File: config.mk
export PLATFORM = sky130hd
export DESIGN_NAME = ifns_tx_scheduler
export DESIGN_NICKNAME = d
export VERILOG_FILES = /design/src/rtl/ifns_pkg.sv /design/src/rtl/ifns_tx_scheduler_enc.sv /design/src/rtl/ifns_tx_scheduler.sv
export SDC_FILE = /design/constraint.sdc
export NUM_CORES = 1
export LEC_CHECK = 0
export CORE_ASPECT_RATIO = 0.9
export CORE_MARGIN = 2
export CORE_UTILIZATION = 47
export CTS_BUF_LIST = sky130_fd_sc_hd__clkbuf_16
export DETAILED_ROUTE_END_ITERATION = 10
export HOLD_SLACK_MARGIN = 0.1
export PLACE_DENSITY = 0.72
export SETUP_SLACK_MARGIN = 0.3
export SKIP_CTS_REPAIR_TIMING = 1
export SYNTH_ARGS = -nofsm -noshare
export SYNTH_HDL_FRONTEND = slang
export SYNTH_SLANG_ARGS = --single-unit
File: constraint.sdc
create_clock -name clock -period 33 [get_ports clock]
set_input_delay 6.6 -clock clock [delete_from_list [all_inputs] [get_ports clock]]
set_output_delay 6.6 -clock clock [all_outputs]
set_load 0.02 [all_outputs]
File: src/rtl/ifns_pkg.sv
// -----------------------------------------------------------------------------
// ifns_pkg
// Shared definitions for the IFNS 16-bit -> 23-bit crosstalk-avoidance coder:
//   IFNS_DATA_W / IFNS_CODE_W  raw segment and codeword widths
//   ifns_code_t                codeword type, bits [23:1] (bit i has weight F(i))
//   phase_e                    scheduler phase decoded from the remaining count
//   fib_weight()               Fibonacci weight of codeword bit i
// -----------------------------------------------------------------------------
package ifns_pkg;

  localparam int IFNS_DATA_W = 16;
  localparam int IFNS_CODE_W = 23;

  typedef logic [IFNS_CODE_W:1] ifns_code_t;

  typedef enum logic [1:0] {
    PH_IDLE = 2'd0,
    PH_BUSY = 2'd1,
    PH_LAST = 2'd2
  } phase_e;

  // Weights 1,2,3,5,8,... so 23 bits cover every 16-bit value (F(24)=75025).
  function automatic logic [15:0] fib_weight(input int unsigned i);
    case (i)
      32'd1:   fib_weight = 16'd1;
      32'd2:   fib_weight = 16'd2;
      32'd3:   fib_weight = 16'd3;
      32'd4:   fib_weight = 16'd5;
      32'd5:   fib_weight = 16'd8;
      32'd6:   fib_weight = 16'd13;
      32'd7:   fib_weight = 16'd21;
      32'd8:   fib_weight = 16'd34;
      32'd9:   fib_weight = 16'd55;
      32'd10:  fib_weight = 16'd89;
      32'd11:  fib_weight = 16'd144;
      32'd12:  fib_weight = 16'd233;
      32'd13:  fib_weight = 16'd377;
      32'd14:  fib_weight = 16'd610;
      32'd15:  fib_weight = 16'd987;
      32'd16:  fib_weight = 16'd1597;
      32'd17:  fib_weight = 16'd2584;
      32'd18:  fib_weight = 16'd4181;
      32'd19:  fib_weight = 16'd6765;
      32'd20:  fib_weight = 16'd10946;
      32'd21:  fib_weight = 16'd17711;
      32'd22:  fib_weight = 16'd28657;
      32'd23:  fib_weight = 16'd46368;
      default: fib_weight = 16'd0;
    endcase
  endfunction

endpackage

File: src/rtl/ifns_tx_scheduler_enc.sv
// -----------------------------------------------------------------------------
// encoderIFNS_16di_core
// Combinational IFNS encoder: writes a 16-bit value in the Fibonacci numeral
// system (greedy, largest weight first). The greedy form never sets two
// adjacent bits, which is what bounds the crosstalk class on the coded bus.
//   din   in   16   raw data segment
//   dout  out  23   codeword d23..d1 (dout[i] = d_i)
// -----------------------------------------------------------------------------
module encoderIFNS_16di_core
  import ifns_pkg::*;
(
  input  logic [IFNS_DATA_W-1:0] din,
  output ifns_code_t             dout
);

  // Greedy Fibonacci decomposition from d23 down to d1.
  always_comb begin
    logic [IFNS_DATA_W-1:0] res_v;
    res_v = din;
    dout  = '0;
    for (int i = IFNS_CODE_W; i >= 1; i--) begin
      if (res_v >= fib_weight(i)) begin
        dout[i] = 1'b1;
        res_v   = res_v - fib_weight(i);
      end else begin
        dout[i] = 1'b0;
      end
    end
  end

endmodule

File: src/rtl/ifns_tx_scheduler.sv
// -----------------------------------------------------------------------------
// ifns_tx_scheduler
// Takes NUM_SEG x 16-bit frames over valid/ready and emits one registered
// IFNS codeword per segment over valid/ready. The last codeword stays on the
// bus while idle so idle cycles add no coupling transitions.
//   clock, rst_n        clock, asynchronous active-low reset
//   in_valid/in_ready   frame handshake (in_ready is combinational)
//   in_data             frame payload, 16*NUM_SEG bits
//   flush               synchronous abort of pending frame and output word
//   code_valid/ready    codeword handshake
//   codeout             codeword bits [23:1]
//   code_last           codeword is the final segment of its frame
//   seg_idx             send-order index of the segment in codeout
// -----------------------------------------------------------------------------
module ifns_tx_scheduler
  import ifns_pkg::*;
#(
  parameter int NUM_SEG   = 4,
  parameter bit LSB_FIRST = 1'b1
) (
  input  logic                           clock,
  input  logic                           rst_n,
  input  logic                           in_valid,
  output logic                           in_ready,
  input  logic [IFNS_DATA_W*NUM_SEG-1:0] in_data,
  input  logic                           flush,
  output logic                           code_valid,
  input  logic                           code_ready,
  output ifns_code_t                     codeout,
  output logic                           code_last,
  output logic [$clog2(NUM_SEG):0]       seg_idx
);

  localparam int DATA_W = IFNS_DATA_W * NUM_SEG;
  localparam int IDX_W  = $clog2(NUM_SEG) + 1;
  localparam logic [IDX_W-1:0] SEG_CNT  = IDX_W'(NUM_SEG);
  localparam logic [IDX_W-1:0] SEG_LAST = IDX_W'(NUM_SEG - 1);
  localparam logic [IDX_W-1:0] ONE      = IDX_W'(1);

  logic [DATA_W-1:0]      buf_q, buf_d;
  logic [IDX_W-1:0]       rem_q, rem_d;
  logic [IDX_W-1:0]       nxt_q, nxt_d;
  ifns_code_t             code_q, code_d;
  logic                   code_valid_q, code_valid_d;
  logic                   code_last_q, code_last_d;
  logic [IDX_W-1:0]       seg_idx_q, seg_idx_d;

  phase_e                 phase_s;
  logic                   ld_s;
  logic                   in_ready_s;
  logic                   accept_s;
  logic [IDX_W-1:0]       sel_s;
  logic [IFNS_DATA_W-1:0] seg_s;
  ifns_code_t             enc_s;

  // Pick the buffered segment that goes out next, honouring the send order.
  always_comb begin
    sel_s = LSB_FIRST ? nxt_q : (SEG_LAST - nxt_q);
    seg_s = '0;
    for (int k = 0; k < NUM_SEG; k++) begin
      seg_s = (sel_s == IDX_W'(k)) ? buf_q[IFNS_DATA_W*k +: IFNS_DATA_W] : seg_s;
    end
  end

  encoderIFNS_16di_core u_enc (
    .din  (seg_s),
    .dout (enc_s)
  );

  // Phase decode and handshake qualifiers.
  always_comb begin
    if (rem_q == '0) begin
      phase_s = PH_IDLE;
    end else if (rem_q == ONE) begin
      phase_s = PH_LAST;
    end else begin
      phase_s = PH_BUSY;
    end
    ld_s = (phase_s != PH_IDLE) && (!code_valid_q || code_ready);
    // In LAST, a frame may land in the same cycle as the final load.
    case (phase_s)
      PH_IDLE: in_ready_s = !flush;
      PH_LAST: in_ready_s = !flush && ld_s;
      default: in_ready_s = 1'b0;
    endcase
    accept_s = in_valid && in_ready_s;
  end

  // Next-state computation for counters, frame buffer and output register.
  always_comb begin
    buf_d        = buf_q;
    rem_d        = rem_q;
    nxt_d        = nxt_q;
    code_d       = code_q;
    code_valid_d = code_valid_q;
    code_last_d  = code_last_q;
    seg_idx_d    = seg_idx_q;
    if (flush) begin
      // codeout and seg_idx keep their value so the bus does not toggle.
      rem_d        = '0;
      code_valid_d = 1'b0;
      code_last_d  = 1'b0;
    end else begin
      if (ld_s) begin
        code_d       = enc_s;
        code_valid_d = 1'b1;
        seg_idx_d    = nxt_q;
        code_last_d  = (phase_s == PH_LAST);
        rem_d        = rem_q - ONE;
        nxt_d        = nxt_q + ONE;
      end else if (code_valid_q && code_ready) begin
        code_valid_d = 1'b0;
        code_last_d  = 1'b0;
      end else begin
        code_valid_d = code_valid_q;
      end
      // A new frame overrides the decrement of a same-cycle final load.
      if (accept_s) begin
        buf_d = in_data;
        rem_d = SEG_CNT;
        nxt_d = '0;
      end else begin
        buf_d = buf_q;
      end
    end
  end

  // State registers with asynchronous clear.
  always_ff @(posedge clock or negedge rst_n) begin
    if (!rst_n) begin
      buf_q        <= '0;
      rem_q        <= '0;
      nxt_q        <= '0;
      code_q       <= '0;
      code_valid_q <= 1'b0;
      code_last_q  <= 1'b0;
      seg_idx_q    <= '0;
    end else begin
      buf_q        <= buf_d;
      rem_q        <= rem_d;
      nxt_q        <= nxt_d;
      code_q       <= code_d;
      code_valid_q <= code_valid_d;
      code_last_q  <= code_last_d;
      seg_idx_q    <= seg_idx_d;
    end
  end

  assign in_ready   = in_ready_s;
  assign code_valid = code_valid_q;
  assign codeout    = code_q;
  assign code_last  = code_last_q;
  assign seg_idx    = seg_idx_q;

endmodule

* Yosys cells after proc, flatten, opt, wreduce, memory -nomap -nowiden *
Index checks and enable logic that the tools add are counted.

operators by class
  $add $sub $neg = 24
  order comparisons = 23
  equal/unequal tests = 5
  mux-type cells = 84
  bitwise operators = 1
  reduce and logical (&&, ||, !) cells = 17

operators with widths
  kind                    count
  $mux W16                48
  $sub A16 B16 Y16        22
  $ge A16 B10 Y1 const B  2
  $ge A16 B13 Y1 const B  2
  $ge A16 B15 Y1 const B  2
  $ge A16 B2 Y1 const B   2
  $ge A16 B4 Y1 const B   2
  $ge A16 B6 Y1 const B   2
  $ge A16 B8 Y1 const B   2
  $mux W1                 28
  $ge A16 B1 Y1 const B   1
  $ge A16 B11 Y1 const B  1
  $ge A16 B12 Y1 const B  1
  $ge A16 B14 Y1 const B  1
  $ge A16 B16 Y1 const B  1
  $ge A16 B3 Y1 const B   1
  $ge A16 B5 Y1 const B   1
  $ge A16 B7 Y1 const B   1
  $ge A16 B9 Y1 const B   1
  $mux W3                 5
  $eq A3 B1 Y1 const B    2
  $eq A3 B2 Y1 const B    2
  $logic_not A3 Y1        2
  $reduce_and A2 Y1       3
  12 further kinds        19

storage, ports and cells
  flip-flop bits (word level) = 98
  logic and storage cells = 161

* Depth between registers and ports, before layout *
Gate-level depths: netlist of the first run.

  depth after elaboration = 95
  mapped depth = 138
  depth with buffers taken out = 120

* Hierarchy *
A second synthesis of the first run with hierarchy kept.

unflattened totals
  cells, all modules = 2479
  area total of the unflattened synthesis = 19044.5 um^2

by module, submodules not included
  module                 instances  cells each  area an instance (um^2)  seq. area each (um^2)
  encoderIFNS_16di_core  1          2163        14754.2                  0.0
  ifns_tx_scheduler      1          316         4290.4                   2452.4

* Worst setup path after synthesis of the first run *
Ideal clock, no wire load.

  path kind = reg2reg
  start = register nxt_q[0]
  end = register code_q[0], in the netlist codeout[0]
  arrival = 28550 ps
  data required time = 32867 ps
  path slack = 4317 ps
  cell stages (with the launch flop) = 130
  period minus slack after synthesis = 28683 ps
  path through = dfrtp_1 > ha_1 > ha_1 > buf_2 > buf_2 > nor2_1 > a32o_1 > inv_1 > ha_1 > a21bo_2 > nand2_1 > nor4b_1 > a21oi_1 > a21oi_1 > a31oi_2 > xnor2_1 > inv_1 > ha_1 > [... 94 more ...] > a221oi_1 > o311ai_1 > or2_2 > nor3_1 > buf_6 > mux2i_1 > ha_1 > inv_1 > and4_1 > buf_4 > nor2_1 > xnor2_1 > ha_1 > nand3_1 > a211oi_1 > nand3_1 > o32ai_1 > a31oi_1

on the way
  cells in the longest elaborated chain, start to end = 51

ends and longest elaborated chain
  item                                                       line                                                      text
  start: declaration                                         ifns_tx_scheduler.sv:42                                   logic [IDX_W-1:0] nxt_q, nxt_d;
  start signal: assignment                                   ifns_tx_scheduler.sv:141                                  nxt_q <= nxt_d;
  $logic_not A3 Y1                                           ifns_tx_scheduler.sv:61                                   seg_s = (sel_s == IDX_W'(k)) ? buf_q[IFNS_DATA_W*k +: IFNS_DATA_W] : seg_s;
  $mux W16 (3 in a row)                                      ifns_tx_scheduler.sv:61
  $mux W16 *                                                 ifns_tx_scheduler.sv:61
  $sub A16 B16 Y16 / $ge A16 B16 Y1 (equally long branches)  ifns_tx_scheduler_enc.sv:24, ifns_tx_scheduler_enc.sv:22
  $mux W16 *                                                 ifns_tx_scheduler_enc.sv:22                               if (res_v >= fib_weight(i)) begin
  $sub A16 B16 Y16 / $ge A16 B15 Y1 (equally long branches)  ifns_tx_scheduler_enc.sv:24, ifns_tx_scheduler_enc.sv:22
  $mux W16 *                                                 ifns_tx_scheduler_enc.sv:22
  $sub A16 B16 Y16 / $ge A16 B15 Y1 (equally long branches)  ifns_tx_scheduler_enc.sv:24, ifns_tx_scheduler_enc.sv:22
  [... 33 more ...]                                          --
  $sub A16 B16 Y16 / $ge A16 B3 Y1 (equally long branches)   ifns_tx_scheduler_enc.sv:24, ifns_tx_scheduler_enc.sv:22
  $mux W16 *                                                 ifns_tx_scheduler_enc.sv:22
  $sub A16 B16 Y16 / $ge A16 B2 Y1 (equally long branches)   ifns_tx_scheduler_enc.sv:24, ifns_tx_scheduler_enc.sv:22
  $mux W16 *                                                 ifns_tx_scheduler_enc.sv:22
  $sub A16 B16 Y16 / $ge A16 B2 Y1 (equally long branches)   ifns_tx_scheduler_enc.sv:24, ifns_tx_scheduler_enc.sv:22
  $mux W16 *                                                 ifns_tx_scheduler_enc.sv:22
  $ge A16 B1 Y1 *                                            ifns_tx_scheduler_enc.sv:22
  $mux W1 *                                                  ifns_tx_scheduler_enc.sv:22
  end signal: assignment                                     ifns_tx_scheduler.sv:142                                  code_q <= code_d;
  end: declaration                                           ifns_tx_scheduler.sv:43                                   ifns_code_t code_q, code_d;

Mark *: on every way between the ends. The rest lies on a longest branch, timed or not.
A chain may end at the register's enable or synchronous reset.

* Final worst setup path of the first run *
Same ends and word-level chain as after synthesis.

==> results.py, run 1 <==
metrics = {
    "layout": {
        "final_layout_size_suffix_gt1_frac": 0.140,
        "syn2layout_area_growth_pct": 10.7,
        "stdcell_area_um2": 19800,
        "fillers": 3547,
        "nets": 2480,
        "antenna_cells": 0,
    },
    "clock_tree": {
        "clk_pin_slew_ns": 0.11,
        "cts-buffers-inserted": 9,
        "cts_root_buffer": "clkbuf_16",
        "cts_buffer_depth": 2,
        "htreeDepth": 3,
        "insertion_delay_ns": 0.39,
        "cts.sinks": 98,
        "cts_tree": "yes",
    },
    "routing": {
        "via_per_inst": 6.76,
        "drc_errors": 0,
        "drt_wl_total_um": 58800,
        "wl_met3_um": 4180,
        "via_count": 19300,
        "drtIter0Drc": 2007,
        "wl_per_cell_um": 20.6,
        "dr.pass1.iters": 6,
        "dr.max_layer_used": "met4",
        "ant_nets": 0,
        "drt-met1-wl_um": 28200,
        "wl_met2_um": 25200,
    },
    "die": {
        "die_y_um": 189,
        "die_x_um": 210,
        "row_count": 67,
        "dieArea_um2": 39600,
        "ios": 98,
        "start_util": 0.479,
        "placeableCoreArea_um2": 37400,
    },
    "timing": {
        "worstMarginPinSlew_ns": 1.26,
        "period_share": 0.926,
        "setup_ws_ns": 2.44,
        "hold_violations": 0,
        "fmax_ghz": 0.0327,
        "final-max-slew-violation-count": 0,
        "slew_headroom": 0.159,
        "rsz0062_at_grt": "no",
        "final.setup.tns_ns": 0,
        "period_minus_slack_ns": 30.56,
        "finalSetupViolations": 0,
        "finalClockSkew_ns": 0.0254,
    },
    "min_path": {
        "worstHoldPathCells": 2,
        "holdCritPathClass": "register to register",
        "holdPathEnd": "codeout[6]",
        "min_from": "codeout[6]",
    },
    "logic_synthesis": {
        "syn_inst": 2324,
        "synth_edf_count": 0,
        "async_reset_ff_frac": 1.00,
        "ys.flop_type": "dfrtp_1",
        "yosysUniqueCellTypes": 157,
        "synth_area_um2": 17900,
        "synth_seq_area_share": 0.137,
        "syn_nets": 2431,
        "synth_seq_cells": 98,
        "ys.warnings.count": 0,
        "synth_area_per_cell_um2": 7.70,
    },
    "global_routing": {
        "grt_pass1_vias": 17500,
        "grt_usage": 0.285,
        "grt_first_pass_wirelength_um": 94100,
        "grt_overflow": 0,
        "grt_max_degree": 76,
        "antenna_found_initial": 0,
    },
    "worst_setup_path": {
        "worstPathMaxFanout": 27,
        "crit_path_frequent_cell": "ha_1",
        "r2r-end": "codeout[0]",
        "crit_type": "register to register",
        "worstRegToRegCells": 115,
        "worstReg2RegStart": "nxt_q[0]",
        "cpPeakStageDelay_ns": 0.53,
        "rrSetupSlack_ns": 2.44,
        "cp-start-kind": "register",
        "cpMaxStageDelayCell": "or4_1",
        "critical_path_required_ns": 33.28,
        "setup.worst_path.end_class": "register",
        "arrival_ns": 30.83,
    },
    "job": {
        "cap_violations": 0,
    },
    "placed_design": {
        "post_dp_cell_area_um2": 19000,
        "place.gp.congestion": 0.978,
        "portBuffers": 97,
        "dp_hpwl_um": 45300,
        "dp_slack_ns": 0.131,
    },
    "outcome": {
        "outcome": "finished clean",
    },
}
per-stage QoR:
step / hold WS [ns] / utilization / std cells
after floorplan: 0.472 / - / 2324
after global placement: 0.458 / 0.509 / 2827
after detailed placement: 0.462 / 0.509 / 2827
after CTS: 0.488 / 0.517 / 2843
after global routing: 0.509 / 0.530 / 2861
final: 0.486 / 0.530 / 2861
worst max-delay path by stage:
| stage | endpoint | slack [ns] | start | depth (start not counted) |
|---|---|---|---|---|
| 2_1_floorplan | codeout[0] | 4.32 | nxt_q[0] | 129 |
| 3_3_place_gp | codeout[0] | 1.29 | nxt_q[0] | 114 |
| 6_report | codeout[0] | 2.44 | nxt_q[0] | 115 |
| 5_1_grt | codeout[0] | 0.20 | nxt_q[0] | 116 |
| 3_5_place_dp | codeout[0] | 0.13 | nxt_q[0] | 113 |
| 4_1_cts | codeout[0] | 0.10 | nxt_q[0] | 113 |
cell type report:
cell class / instances / area, um^2 / share of cell area
timing repair buffer: 132 / 1230 / 0.0622
tap: 483 / 604 / 0.0305
multi-input combinational: 2072 / 15000 / 0.757
inverter: 60 / 225 / 0.0114
sequential: 98 / 2450 / 0.124
clock inverter: 7 / 81.3 / 0.00411
clock buffer: 9 / 225 / 0.0114
synthesized netlist by cell type (16+ instances only):
library cell,instances,area (um^2)
mux2_2,74,833
buf_4,32,240
nor4_1,26,163
o21a_1,22,165
nand2_1,212,796
ha_1,38,475
nor2_1,185,694
nand3_1,78,390
o31ai_1,22,165
a21o_1,36,270
a211oi_1,30,225
xor2_1,53,464
nor3b_1,18,135
nand2b_1,34,213
or3_1,29,181
inv_1,57,214
xnor2_1,111,972
and2_1,42,263
a31oi_1,52,325
a21oi_1,126,631
clkbuf_1,34,128
nand3b_1,19,143
o21ai_1,47,235
and3_1,32,200
o21ai_0,113,566
dfrtp_1,98,2450
nor3_1,71,355
mux2i_1,31,310
or2_2,16,100
nand4_1,35,219
o211ai_1,35,263
sequential cells by signal, summed over array words and instances (netlist names):
| name | count |
|---|---|
| buf_q | 64 |
| code_last | 1 |
| code_valid | 1 |
| codeout | 23 |
| nxt_q | 3 |
| rem_q | 3 |
| seg_idx | 3 |
critical path, delay by kind of cell, from the launching register on:
family / cells / cell delay, ns
xor+xnor: 7 / 1.89
buf+inv: 10 / 1.64
simple gates: 32 / 8.09
mux: 7 / 2.50
compound gates: 45 / 11.61
flops: 1 / 0.46
fa+ha+maj: 14 / 4.15
metal layers:
metal  track usage  vias up
met3        0.0360      101
met2         0.434      817
met5             0        -
met1         0.424     9295
li1              -     9122
met4        0.0698        0
cell families (layout without fill, tap and decap cells):
group / count (synthesis) / in the layout / synth area share
compound gates: 832 / 832 / 0.356
xor+xnor: 178 / 178 / 0.0938
flops: 98 / 98 / 0.137
mux: 110 / 110 / 0.0680
buf+inv: 154 / 208 / 0.0445
fa+ha+maj: 40 / 40 / 0.0278
simple gates: 912 / 912 / 0.273
cells in the final DEF, fill, tap and decap left out, drive strengths merged, types with 20 or more instances in the layout:
master and n:
a211oi 38, a21boi 23, a21o 36, a21oi 132, a31oi 56, and2 47, and3 33, buf 36
clkdlybuf4s50 96, dfrtp 98, ha 38, inv 62, mux2 77, mux2i 32, nand2 215, nand2b 34
nand3 79, nand3b 20, nand4 36, nor2 188, nor3 78, nor3b 20, nor4 32, o211ai 37
o21a 23, o21ai 165, o31ai 28, or2 26, or3 32, xnor2 120, xor2 56
Power of run 1 is not shown: default switching activity piles up to over one toggle a cycle in this logic, so the estimate is an artifact.
==> run 2: changes to the inputs <==
--- a/config.mk
+++ b/config.mk
@@ -5,6 +5,7 @@
 export SDC_FILE = /design/constraint.sdc
 export NUM_CORES = 1
 export LEC_CHECK = 0
+export ABC_AREA = 1
 export CORE_ASPECT_RATIO = 0.9
 export CORE_MARGIN = 2
 export CORE_UTILIZATION = 47
@@ -12,7 +13,6 @@
 export DETAILED_ROUTE_END_ITERATION = 10
 export HOLD_SLACK_MARGIN = 0.1
 export PLACE_DENSITY = 0.72
-export SETUP_SLACK_MARGIN = 0.3
 export SKIP_CTS_REPAIR_TIMING = 1
 export SYNTH_ARGS = -nofsm -noshare
 export SYNTH_HDL_FRONTEND = slang
==> results.py, run 2 <==
metrics = {
    "logic_synthesis": {
        "synth_area_um2": 18100,
        "synth_top_family_by_area": "simple AND/OR/NAND/NOR gates",
        "synth_edf_count": 0,
        "yosysUniqueCellTypes": 70,
        "ys.warnings.count": 0,
        "synth_common_cells": "nand2_1 (927), inv_1 (291), nand3_1 (288)",
        "syn_inst": 2877,
        "synth_adder_area_share": 0.0263,
        "synthXorXnorAreaFrac": 0.0500,
        "syn_nets": 2984,
        "yosysMostFrequentCell": "nand2_1",
        "synth_area_leader_cell": "nand2_1",
        "synth_compound_area_frac": 0.0705,
        "ys.flop_type": "dfrtp_1",
        "async_reset_ff_frac": 1.00,
        "synthMuxAreaShare": 0,
        "synth_seq_area_share": 0.135,
        "synth.area.top_cells": "nand2_1 (19%), dfrtp_1 (14%), nand3_1 (8.0%)",
        "synth_seq_cells": 98,
        "synth_top_area_frac": 0.192,
        "synth_simple_gate_area_frac": 0.601,
        "synth_area_per_cell_um2": 6.29,
    },
    "min_path": {
        "min_from": "codeout[6]",
        "holdCritPathClass": "register to register",
        "worstHoldPathCells": 2,
        "holdPathEnd": "codeout[6]",
    },
    "routing": {
        "dr.pass1.iters": 6,
        "drt_wl_total_um": 50100,
        "via_count": 18100,
        "drtIter0Drc": 1291,
        "wl_per_cell_um": 14.6,
        "ant_nets": 0,
        "drc_errors": 0,
        "via_per_inst": 5.28,
    },
    "timing": {
        "worstMarginPinSlew_ns": 1.13,
        "final-max-slew-violation-count": 0,
        "slew_headroom": 0.246,
        "whs_ns": 0.479,
        "hold_violations": 0,
        "period_share": 0.727,
        "finalSetupViolations": 0,
        "period_minus_slack_ns": 23.99,
        "fmax_ghz": 0.0417,
        "finalClockSkew_ns": 0.0157,
        "rsz0062_at_grt": "no",
        "final.setup.tns_ns": 0,
        "setup_ws_ns": 9.01,
    },
    "global_routing": {
        "grt_overflow": 0,
        "grt_max_degree": 80,
        "antenna_found_initial": 0,
        "busiest_layer": "met2",
        "grt_use_met2": 0.418,
        "globalRouteMet1Util": 0.342,
        "grt_first_pass_wirelength_um": 82600,
        "met3_usage": 0.0338,
        "grt_pass1_vias": 16800,
        "grt_usage": 0.250,
    },
    "worst_setup_path": {
        "cp_top_family": "simple AND/OR/NAND/NOR gates",
        "setup.worst_path.end_class": "register",
        "r2r-end": "codeout[0]",
        "rrSetupSlack_ns": 9.01,
        "cpPeakStageDelay_ns": 0.51,
        "crit_type": "register to register",
        "arrival_ns": 24.27,
        "worstRegToRegCells": 155,
        "worstPathMaxFanout": 25,
        "critical_path_required_ns": 33.28,
        "worstReg2RegStart": "nxt_q[1]",
        "cpMaxStageDelayCell": "a21oi_2",
        "cp-start-kind": "register",
        "cp_num_buf_inv": 15,
    },
    "die": {
        "die_x_um": 211,
        "die_y_um": 190,
        "ios": 98,
        "dieArea_um2": 40100,
        "row_count": 68,
        "start_util": 0.474,
        "placeableCoreArea_um2": 38200,
    },
    "layout": {
        "fillers": 3868,
        "final_common_cell": "nand2_1",
        "final_cell_mix": "nand2_1 (926), inv_1 (290), nand3_1 (288), nand2_2 (231), nor2_1 (151)",
        "syn2layout_area_growth_pct": 7.07,
        "antenna_cells": 0,
        "multi_input_area_um2": 13500,
        "top_register": "buf_q",
        "nets": 3034,
        "final_core_util": 0.507,
        "largest_reg_flops": 64,
        "final_layout_size_suffix_gt1_frac": 0.233,
        "regArea_um2": 2450,
    },
    "clock_tree": {
        "cts.sinks": 98,
        "cts-buffers-inserted": 9,
        "cts_buffer_depth": 2,
        "cts_tree": "yes",
        "clk_pin_slew_ns": 0.09,
        "insertion_delay_ns": 0.39,
        "htreeDepth": 3,
        "cts_root_buffer": "clkbuf_16",
    },
    "placed_design": {
        "dp_hpwl_um": 40700,
        "portBuffers": 97,
        "dp_slack_ns": 9.19,
        "place.gp.congestion": 0.923,
    },
    "job": {
        "cap_violations": 0,
    },
    "outcome": {
        "outcome": "finished clean",
    },
}
run 2: cell types whose count changed after synthesis, sizes merged, moves of 77 or more:
cell / before / now
nand2: 215 / 1274
a21oi: 132 / 48
mux2: 77 / 0
xnor2: 120 / 19
inv: 59 / 355
nand3: 79 / 369
run 2: worst register-to-register path: cells and delay by family (launching register included):
family	cells	cell delay (ns)
DFF	1	0.40
adders and majority gates	12	3.11
buffers and inverters	15	1.24
and+or+nand+nor	116	16.02
xor gates and xnor gates	4	1.19
AOI/OAI and AO/OA	8	1.88
run 2: worst max-delay path by stage:
stage | endpoint | slack, ns | start | cells after the start
finish | codeout[0] | 9.01 | nxt_q[1] | 155
CTS | codeout[0] | 9.12 | nxt_q[1] | 155
floorplan | codeout[0] | 13.84 | nxt_q[2] | 169
global route | codeout[0] | 6.78 | nxt_q[1] | 158
detailed placement | codeout[0] | 9.19 | nxt_q[1] | 155
global placement | codeout[0] | 9.98 | nxt_q[1] | 155
run 2: area by class of cell:
class | count | share of cell area
Multi-Input combinational cell | 2337 | 0.698
Clock buffer | 9 | 0.0116
Inverter | 381 | 0.0777
Clock inverter | 7 | 0.00303
Tap cell | 490 | 0.0316
Sequential cell | 98 | 0.127
Timing Repair Buffer | 100 | 0.0511
run 2: cells by family (layout without fill, tap and decap cells):
| logic type | Yosys count | count (layout) |
|---|---|---|
| and+or+nand+nor | 2001 | 2001 |
| buffers and inverters | 442 | 497 |
| AOI/OAI and AO/OA | 199 | 199 |
| xor gates and xnor gates | 99 | 99 |
| DFF | 98 | 98 |
| adders and majority gates | 38 | 38 |
run 2: stage by stage:
| stage | instances | area [um^2] |
|---|---|---|
| after global placement | 3406 | 19100 |
| after global routing | 3422 | 19400 |
| after floorplan | 2877 | 18100 |
| after detailed placement | 3406 | 19100 |
| final | 3422 | 19400 |
| after CTS | 3422 | 19400 |
run 2: per-layer routing:
layer / part of all wire / wire length, um / up-vias
li1: - / - / 9176
met1: 0.47 / 23600 / 8365
met2: 0.46 / 23000 / 457
met3: 0.053 / 2640 / 66
met4: 0.018 / 907 / 0
met5: 0 / 0 / -
Power of run 2 is left out for the same reason.
==> run 3: changes to the inputs <==
==> constraint.sdc (replaced) <==
create_clock -name clock -period 22.4 [get_ports clock]
set_input_delay 4.48 -clock clock [delete_from_list [all_inputs] [get_ports clock]]
set_output_delay 4.48 -clock clock [all_outputs]
set_load 0.02 [all_outputs]
==> results.py, run 3 (synthesis results as in run 2) <==
metrics = {
    "worst_setup_path": {
        "crit_path_start": "nxt_q[1]",
        "arrival_ns": 21.02,
        "worstPathMaxFanout": 17,
        "rrSetupSlack_ns": 1.66,
        "cpMaxStageDelayCell": "dfrtp_1",
        "worstReg2RegStart": "nxt_q[1]",
        "critical_path_required_ns": 22.67,
        "crit_type": "register to register",
        "crit_path_frequent_cell": "nand2_2",
        "cp-start-kind": "register",
        "cpPeakStageDelay_ns": 0.44,
        "setup.worst_path.end_class": "register",
    },
    "layout": {
        "fillers": 3703,
        "final_cell_mix": "nand2_1 (921), inv_1 (286), nand3_1 (285), nand2_2 (230), nor2_1 (149)",
        "final_common_cell": "nand2_1",
        "regArea_um2": 2450,
        "top_register": "buf_q",
        "largest_reg_flops": 64,
        "multi_input_area_um2": 14000,
        "nets": 3110,
        "final_layout_size_suffix_gt1_frac": 0.264,
        "finalNonFillerCells": 3498,
        "antenna_cells": 0,
        "syn2layout_area_growth_pct": 12.6,
    },
    "placed_design": {
        "dpl.cell_count": 3417,
        "dp_hpwl_um": 41200,
        "portBuffers": 97,
        "place.gp.congestion": 0.950,
    },
    "die": {
        "die_y_um": 190,
        "row_count": 68,
        "ios": 98,
        "placeableCoreArea_um2": 38200,
        "die_x_um": 211,
        "start_util": 0.474,
        "dieArea_um2": 40100,
    },
    "timing": {
        "period_share": 0.926,
        "period_minus_slack_ns": 20.74,
        "fmax_ghz": 0.0482,
        "finalSetupViolations": 0,
        "worstMarginPinSlew_ns": 0.909,
        "finalClockSkew_ns": 0.0153,
        "slew_headroom": 0.393,
        "final.setup.tns_ns": 0,
        "final-max-slew-violation-count": 0,
        "hold_violations": 0,
    },
    "clock_tree": {
        "cts_root_buffer": "clkbuf_16",
        "insertion_delay_ns": 0.39,
        "cts_buffer_depth": 2,
        "clk_pin_slew_ns": 0.08,
        "cts-buffers-inserted": 9,
        "cts_tree": "yes",
        "htreeDepth": 3,
        "cts.sinks": 98,
    },
    "routing": {
        "drc_errors": 0,
        "via_count": 18400,
        "wl_per_cell_um": 14.8,
        "drt_wl_total_um": 51800,
        "ant_nets": 0,
        "dr.pass1.iters": 6,
        "via_per_inst": 5.26,
        "drtIter0Drc": 1549,
    },
    "global_routing": {
        "grt_max_degree": 68,
        "grt_overflow": 0,
        "grt_pass1_vias": 16800,
        "grt_usage": 0.252,
        "grt_first_pass_wirelength_um": 83100,
        "antenna_found_initial": 0,
    },
    "min_path": {
        "min_from": "codeout[6]",
        "holdCritPathClass": "register to register",
    },
    "job": {
        "cap_violations": 0,
    },
    "outcome": {
        "outcome": "finished clean",
    },
}
run 3: changes by cell type in the layout (fill, tap and decap cells not counted), sizes merged:
cell and delta:
nand2 +4, nand3 +3, clkinv -1, bufinv +1, buf +69
run 3: path summary, 6_finish.rpt:
| check | cells after the start | to |
|---|---|---|
| setup / recovery | 161 | codeout[0] |
| hold / removal | 2 | codeout[6] |
| setup reg to reg | 161 | codeout[0] |
| hold reg to reg | 2 | codeout[6] |
| max in group asynchronous | 2 | nxt_q[2] |
| min in group asynchronous | 1 | codeout[18] |
run 3: cell type report:
class | count | area share
Sequential cell | 98 | 0.120
Timing Repair Buffer | 169 | 0.0753
Clock buffer | 9 | 0.0111
Clock inverter | 7 | 0.00411
Tap cell | 490 | 0.0301
Multi-Input combinational cell | 2344 | 0.685
Inverter | 381 | 0.0744
run 3: worst max-delay path: cells and delay by family (launching register included):
family | cells | cell delay [ns]
AND/OR/NAND/NOR | 115 | 13.01
buffers and inverters | 25 | 2.98
adder cells (fa/ha/maj) | 10 | 2.11
AO/OA/AOI/OAI | 10 | 1.76
flip-flops | 1 | 0.44
XOR/XNOR | 1 | 0.21
run 3: layer usage:
layer | wire, um | GRT usage
met5 | 0 | 0
met4 | 764 | 0.0607
met3 | 2370 | 0.0238
met2 | 24300 | 0.416
met1 | 24400 | 0.354
run 3: through the flow:
step                      worst slack (ns)  hold slack (ns)  cell area (um^2)  utilization
after CTS                           -0.740            0.485             19500        0.510
after detailed placement            -0.659            0.465             19200        0.502
after global routing                -0.114            0.500             20400        0.533
after floorplan                       3.24            0.444             18100            -
after global placement               0.213            0.463             19200        0.502
final                                 1.66            0.481             20400        0.533
Power of run 3 is left out for the same reason.
